--- src/rtl/commit_trace_buffer.sv ---
// Purpose : queues one retire record per cycle from the Wr stage and drains it over a valid/ready trace port.
// Latency : a record pushed into an empty buffer is presented on out_* after the next clock edge (no bypass).
// Backpres: out_* hold while out_valid && !out_ready; near_full asks the pipeline to stall; overflow drops are counted.
//
// Ports:
//   clk, rst (async, active-low)  trace_en, clear (sync flush)
//   cm_*      : commit record from the write-back stage
//   out_*     : registered head record, out_valid/out_ready handshake
//   level, near_full, drop_cnt, conflict_err : status
module commit_trace_buffer #(
   parameter int DEPTH    = 16,
   parameter int HEADROOM = 2,
   parameter int STAMP_W  = 16
) (
   input  logic                     clk,
   input  logic                     rst,
   input  logic                     trace_en,
   input  logic                     clear,
   input  logic                     cm_valid,
   input  logic [31:0]              cm_pc,
   input  logic                     cm_rf_we,
   input  logic [4:0]               cm_rf_addr,
   input  logic [31:0]              cm_rf_data,
   input  logic                     cm_dm_we,
   input  logic [31:0]              cm_dm_addr,
   input  logic [31:0]              cm_dm_data,
   output logic                     out_valid,
   input  logic                     out_ready,
   output logic [STAMP_W-1:0]       out_stamp,
   output logic [31:0]              out_pc,
   output logic [1:0]               out_kind,
   output logic [31:0]              out_addr,
   output logic [31:0]              out_data,
   output logic [$clog2(DEPTH):0]   level,
   output logic                     near_full,
   output logic [15:0]              drop_cnt,
   output logic                     conflict_err
);

   localparam int AW = $clog2(DEPTH);
   localparam int LW = AW + 1;
   localparam logic [LW-1:0] NF_LVL = LW'(DEPTH - HEADROOM);

   typedef struct packed {
      logic [STAMP_W-1:0] stamp;
      logic [31:0]        pc;
      logic [1:0]         kind;
      logic [31:0]        addr;
      logic [31:0]        data;
   } rec_t;

   rec_t               mem [DEPTH];
   rec_t               new_rec;
   rec_t               head_rec;
   rec_t               out_q;
   logic [STAMP_W-1:0] stamp;
   logic [LW-1:0]      wr_ptr, rd_ptr;
   logic [LW-1:0]      wr_ptr_n, rd_ptr_n, level_n;
   logic               push, pop, full, push_ok, drop, rf_eff;

   assign push    = cm_valid && trace_en && !clear;
   assign pop     = out_valid && out_ready;
   assign full    = (level == LW'(DEPTH));
   // A full buffer still accepts when the head leaves in the same cycle.
   assign push_ok = push && (!full || pop);
   assign drop    = push && full && !pop;
   // A write to $0 has no architectural effect.
   assign rf_eff  = cm_rf_we && (cm_rf_addr != 5'd0);

   assign wr_ptr_n = wr_ptr + LW'(push_ok);
   assign rd_ptr_n = rd_ptr + LW'(pop);
   assign level_n  = level + LW'(push_ok) - LW'(pop);

   always_comb begin
      new_rec       = '0;
      new_rec.stamp = stamp;
      new_rec.pc    = cm_pc;
      if (rf_eff) begin
         new_rec.kind = 2'd1;
         new_rec.addr = {27'd0, cm_rf_addr};
         new_rec.data = cm_rf_data;
      end else if (cm_dm_we) begin
         new_rec.kind = 2'd2;
         new_rec.addr = cm_dm_addr;
         new_rec.data = cm_dm_data;
      end
   end

   // When nothing older remains after this cycle's pop, the new head is the
   // record being written right now, so take it straight from the input.
   always_comb begin
      if (rd_ptr_n == wr_ptr)
         head_rec = new_rec;
      else
         head_rec = mem[rd_ptr_n[AW-1:0]];
   end

   always_ff @(posedge clk) begin
      if (push_ok)
         mem[wr_ptr[AW-1:0]] <= new_rec;
   end

   always_ff @(posedge clk or negedge rst) begin
      if (!rst) begin
         stamp        <= '0;
         wr_ptr       <= '0;
         rd_ptr       <= '0;
         level        <= '0;
         near_full    <= 1'b0;
         drop_cnt     <= '0;
         conflict_err <= 1'b0;
         out_valid    <= 1'b0;
         out_q        <= '0;
      end else if (clear) begin
         stamp        <= '0;
         wr_ptr       <= '0;
         rd_ptr       <= '0;
         level        <= '0;
         near_full    <= 1'b0;
         drop_cnt     <= '0;
         conflict_err <= 1'b0;
         out_valid    <= 1'b0;
         out_q        <= '0;
      end else begin
         stamp     <= stamp + STAMP_W'(1);
         wr_ptr    <= wr_ptr_n;
         rd_ptr    <= rd_ptr_n;
         level     <= level_n;
         near_full <= (level_n >= NF_LVL);
         if (drop && (drop_cnt != 16'hFFFF))
            drop_cnt <= drop_cnt + 16'd1;
         if (push && rf_eff && cm_dm_we)
            conflict_err <= 1'b1;
         out_valid <= (level_n != '0);
         out_q     <= (level_n != '0) ? head_rec : '0;
      end
   end

   assign out_stamp = out_q.stamp;
   assign out_pc    = out_q.pc;
   assign out_kind  = out_q.kind;
   assign out_addr  = out_q.addr;
   assign out_data  = out_q.data;

endmodule
--- config.mk ---
export PLATFORM = sky130hd
export DESIGN_NAME = commit_trace_buffer
export DESIGN_NICKNAME = d
export VERILOG_FILES = /design/src/rtl/commit_trace_buffer.sv
export SDC_FILE = /design/constraint.sdc
export NUM_CORES = 2
export LEC_CHECK = 0
export CAP_MARGIN = 20
export CORE_MARGIN = 2
export CORE_UTILIZATION = 30
export DETAILED_ROUTE_END_ITERATION = 7
export GPL_TIMING_DRIVEN = 0
export MAX_ROUTING_LAYER = met4
export SLEW_MARGIN = 25
export SYNTH_ARGS = -nofsm -noshare
export SYNTH_HDL_FRONTEND = slang
export SYNTH_SLANG_ARGS = --single-unit
--- constraint.sdc ---
create_clock -name clk -period 15.98 [get_ports clk]
set_input_delay 2.397 -clock clk [delete_from_list [all_inputs] [get_ports clk]]
set_output_delay 2.397 -clock clk [all_outputs]
set_load 0.005 [all_outputs]
* Word-level counts from Yosys, hierarchy flattened
Memory sizes are Yosys's and may differ from the RTL's.
Cells that the tools add are included.
Widths: inputs -> output; s select.
** Word-level totals
- Register bits after elaboration :: 164
- RAM bits :: 1824
- Output and inout bits :: 138
- Word-level logic and storage cells :: 59
- Memories kept :: 1
** Cells by class
- Add/sub/neg operators :: 6
- Magnitude comparators :: 1
- Equality and inequality tests :: 3
- Multiplexer cells :: 17
- Reductions and logical operators :: 18
** Memory list
- mem :: depth 16, width 114, rd ports 1, clocked after memory_dff 0, wr ports 1, RTL line 52 : rec_t mem [DEPTH];
** Operators by type and width (count)
- $mux 114 :: 3
- $mux 66 :: 2
- $mux 16 :: 3
- $add 16x1->16 const B :: 2
- $ne 16x16->1 const B :: 1
- $add 5x1->5 :: 3
- $mux 5 :: 3
- $logic_and 1x1->1 :: 10
- $reduce_bool 5->1 :: 2
- $mux 1 :: 6
- $eq 5x5->1 :: 1
- $eq 5x5->1 const B :: 1
- $ge 5x4->1 const B :: 1
- $sub 5x1->5 :: 1
- $reduce_bool 2->1 :: 2
- $logic_not 1->1 :: 3
- $logic_or 1x1->1 :: 1

* Longest topological paths before layout
- Word-level depth :: 9
- Mapped depth :: 16

* Least setup slack after synthesis
Ideal clock, no wire load.
- Path kind :: in2reg
- Start :: in clear
- End :: mem mem[0][0] (netlist name) (enable)
- Arrival time :: 14.557 ns
- Setup slack :: 0.517 ns
- Cell stages on the path :: 4
- Path buffers :: 0
- Path through :: nand3b_1 -> a21o_1 -> nor2_1 -> nor4b_1
** Between the ends
- Word-level cells in the longest chain between the ends :: 5
** Ends and longest elaborated chain
- start, declared :: RTL line 18 : input logic clear,
- $logic_not 1->1 :: RTL line 61 : assign push = cm_valid && trace_en && !clear;
- $logic_and 1x1->1 :: RTL line 61
- $logic_and 1x1->1 :: RTL line 65 : assign push_ok = push && (!full || pop);
- $mux 1 :: RTL line 99 : if (push_ok)
- $mux 1 (implied by the code) :: RTL line 100 : mem[wr_ptr[AW-1:0]] <= new_rec;
- end, declared :: RTL line 52
No other way between the ends.

* Worst setup path after layout
- Start :: in out_ready
- End :: reg out_q, in the netlist out_stamp[9]
** Between the ends
- Word-level cells in the longest chain between the ends :: 8
- Elaborated cells on any way between the ends :: 12
** Ends and longest elaborated chain
- start, declared :: RTL line 28 : input logic out_ready,
- $logic_and 1x1->1 (*) :: RTL line 62 : assign pop = out_valid && out_ready;
- $logic_or 1x1->1 :: RTL line 65
- $logic_and 1x1->1 :: RTL line 65
- $add 5x1->5 :: RTL line 72 : assign level_n = level + LW'(push_ok) - LW'(pop);
- $sub 5x1->5 :: RTL line 72
- $reduce_bool 5->1 :: RTL line 135 : out_q <= (level_n != '0) ? head_rec : '0;
- $mux 114 (*) :: RTL line 135
- $mux 114 (*) :: RTL line 114 : end else if (clear) begin
- end signal, assigned :: RTL line 135
- end, declared :: RTL line 55 : rec_t out_q;
Every way passes the cells marked *; elsewhere a longest branch is shown, timed or not.
A chain may end at the register's enable or synchronous reset.

==> run metrics <==
Logic pwr share 19.7%; Final Skew 42.8 ps; Nets slightly below 5,000; sequential share of power 45.2%; post-CTS resize count 0; sequential-to-total area share from yosys stat about 77%; layout cells sized above 1 a little under a quarter; first-pass iteration count of the detailed router 5; # Post-CTS Setup Buffers 0; pwr/cell area between 100 and 150 mW/mm²; CTS max path bufs 3; area grow syn2layout 21.5%; die width about 500 µm; sw frac a little over a quarter; Root Buffer clkbuf_16; Hold WC Path Type reg2reg; initial DRC count between 4,000 and 5,000; worst hold stages 2; area of the multi-input gates between 0.015 and 0.02 mm²; Worst Tran Pin Value a little over 1000 ps; Max Fanout on Critical Path 12; post-synthesis cell area 0.0765 mm²; Final Cycle Share between 40% and 50%; Inserted Clock Buffers approximately 190; flops & latches, synth a little under 2,000; final worst setup slack 9340 ps; Initial Utilization between 30% and 40%; Register Area around 0.059 mm²; Final ANT Viol Nets 0; Clk pin slew, worst setup/hold paths about 60 ps; Worst Path Arrival 7240 ps; most used cell, CP nand3_1; H-tree depth 4; Post-Route WL about 200 mm; cts hold-fix bufs 0; Mapped Nets approximately 4,000; post-route insts no fill 8,219; Internal Power approximately 9.6 mW; Largest stage delay, worst path between 800 and 900 ps; Fin Hold WS 557 ps; Setup crit end kind flip-flop; grt ovf 0; CP Launch Type input pin; CP top delay family buffers and inverters; Final setup viols 0; worst reg-to-reg setup slack 10,690 ps; Worst EP required 16,580 ps; Max Cap Viol 0; DP HPWL 139 mm; asr flop ratio synth 8.25%; worst path buffer plus inverter count 5; unrepaired setup endpoints after global routing no; Sink Count about 2,000; setup TNS 0 ps; Avg Vias per Cell just under 5; DR WL/cell around 25 µm; CTS tree yes; worst vdd ir ~0.00013 V; Top FF cell, synth edfxtp_1; post-synthesis cell count between 3,000 and 4,000; WHS Endpoint conflict_err$_DFFE_PN0P_; crit path kind in2reg; num rows 185; r2r endpoint out_stamp[13]$_DFF_PN0_; # IOs approximately 280; clock period minus worst slack 6640 ps; Slew Limit Fails 0; Core Area about 0.25 mm²; Synth warnings 0; synthesized area per cell about 19 µm²; EDFF count, synth 1,824; vias in the first global route a little over 40,000; hold violation count in the final report 0; GPL Wtd Cong between 0.7 and 0.8; Buffers on Ports 277; fmax ~150 MHz; initial antenna violation count 14; largest net degree at the start of global routing 68; leakage approximately 31 nW; Clk Latency, worst-skew pair approximately 840 ps; count of cell types in the netlist 50; GRT Overall Usage 16.0%; first-pass GRT wire length 293 mm; DR DRC count 0; Clock power frac 35.1%; Fillers 23,300; status finished clean; chip height 509 µm; DIE AREA 0.259 mm²; Slowest-stage cell, CP buf_2; detailed-route via count 40,400; Reg2Reg Depth 16; Worst Hold Launch conflict_err$_DFFE_PN0P_; critical path, cell by cell clkdlybuf4s50_1, nand2_1, inv_1, ha_1, nand3_1, xor2_1, buf_2, clkbuf_2, buf_1, nand3_1, o21ai_0, o2bb2ai_1; pre-CTS setup slack approximately 8500 ps; placed cell count ~7,800; Relative slew margins a little under a third; switching pwr ~3.4 mW; reg-to-reg critical path startpoint level[2]$_DFF_PN0_
[synthesized netlist by cell type, types with 2 or more instances]
library cell,number,area [µm²]
nand4_1,4,25.0
o21ai_0,116,581
xnor2_1,21,184
nor3_1,8,40.0
buf_2,64,320
or4_1,2,15.0
nor2_1,51,191
a211oi_1,4,30.0
a32o_1,2,20.0
and2_1,2,12.5
xor3_1,3,71.3
dfrtp_1,164,4100
a21oi_1,7,35.0
and3_1,32,200
o211ai_1,2,15.0
inv_1,12,45.0
nor2b_1,9,56.3
edfxtp_1,1824,54800
buf_4,9,67.6
nand2_1,654,2450
nor4b_1,3,26.3
o2bb2ai_1,112,981
nand3b_1,3,22.5
a21o_1,2,15.0
clkbuf_1,111,417
or3_1,4,25.0
buf_1,46,173
nand2b_1,4,25.0
ha_1,12,150
mux2i_1,2,20.0
xor2_1,15,131
a31o_2,2,17.5
nand3_1,161,806
and4_1,2,17.5
mux4_2,456,10300
nor4_1,7,43.8
[cell type report]
| cell class | count | share of cell area, % |
|---|---|---|
| antenna | 7 | 0.0188 |
| tap | 3366 | 4.53 |
| multi-input combinational | 1715 | 18.0 |
| inverter | 13 | 0.0525 |
| buffer | 230 | 1.08 |
| sequential | 1988 | 63.3 |
| clock inverter | 109 | 1.18 |
| timing repair buffer | 533 | 6.12 |
| clock buffer | 258 | 5.67 |
[layout by cell type (no fill, tap or decap), drive strengths merged, types with 6 or more instances in the layout]
master	count
edfxtp	1824
nand2	654
mux4	456
buf	376
clkbuf	369
clkdlybuf4s50	276
dfrtp	164
nand3	161
o21ai	117
o2bb2ai	112
clkinv	77
nor2	51
and3	32
inv	24
xnor2	21
xor2	15
bufinv	15
ha	12
nor2b	9
nor3	8
diode	7
a21oi	7
nor4	7
clkinvlp	6
[sequential cells by signal, summed over array words and instances, names as in the netlist]
register and cells:
mem 1824, out_addr 32, out_data 32, out_pc 32
drop_cnt 16, out_stamp 16, stamp 16, level 5
rd_ptr 5, wr_ptr 5, out_kind 2, conflict_err 1
near_full 1, out_valid 1
[layer usage]
metal  GRT usage [%]  vias up  wire length (µm)
met4            4.14        0              4800
met5               -        -                 0
met1            21.6    21300             86100
li1                -    17200                 -
met3            3.02      264             16200
met2            24.8     1611             96600
[worst reg2reg max path, stage by stage (launching register included)]
cell and delay, ps:
dfrtp_1 410, inv_1 90, ha_1 150, nor4bb_1 310, a21o_1 360, ha_1 290
inv_1 60, ha_1 150, inv_1 60, fa_1 420, nand2b_1 160, a21oi_1 150
xnor2_1 300, a311o_1 610, buf_2 810, buf_2 460, o2bb2ai_1 280
[through the flow]
stage / total power [mW] / utilization [%] / instance area (µm²)
CTS: 13.2 / 36.6 / 92900
global placement: 8.60 / 32.9 / 83500
detailed placement: 8.62 / 34.1 / 86600
floorplan: 7.55 / - / 76500
finish: 13.1 / 36.6 / 93000
global route: 13.6 / 36.6 / 92900
[how the worst max path moves through the flow]
stage,start,end,slack [ps],depth (start not counted)
2_1_floorplan,clear,mem[0][0]$_DFFE_PP_,520,4
3_5_place_dp,clear,out_stamp[13]$_DFF_PN0_,8470,15
4_1_cts,clear,out_stamp[13]$_DFF_PN0_,9350,15
3_3_place_gp,clear,mem[0][68]$_DFFE_PP_,-15010,5
5_1_grt,clear,out_stamp[13]$_DFF_PN0_,9130,15
6_report,out_ready,out_stamp[9]$_DFF_PN0_,9340,12
[power groups by stage]
| stage | registers [mW] | clock network [mW] | logic (mW) |
|---|---|---|---|
| 3_3_place_gp | 6.04 | 0 | 2.56 |
| 6_report | 5.90 | 4.58 | 2.57 |
| 2_1_floorplan | 6.00 | 0 | 1.54 |
| 4_1_cts | 5.91 | 4.66 | 2.62 |
| 5_1_grt | 5.92 | 4.86 | 2.78 |
| 3_5_place_dp | 6.02 | 0 | 2.60 |
[kinds of logic (layout without fill, tap and decap cells)]
group	count (synthesis)	after routing	synth area share [%]
other	0	7	0
AO/OA/AOI/OAI	255	255	2.31
flip-flops	1988	1988	76.9
buffers and inverters	243	1143	1.34
multiplexers	460	460	13.5
XOR/XNOR	39	39	0.505
AND/OR/NAND/NOR	948	948	5.20
adder cells (fa/ha/maj)	13	13	0.222
No activity file was read; power rests on OpenSTA's default activity.
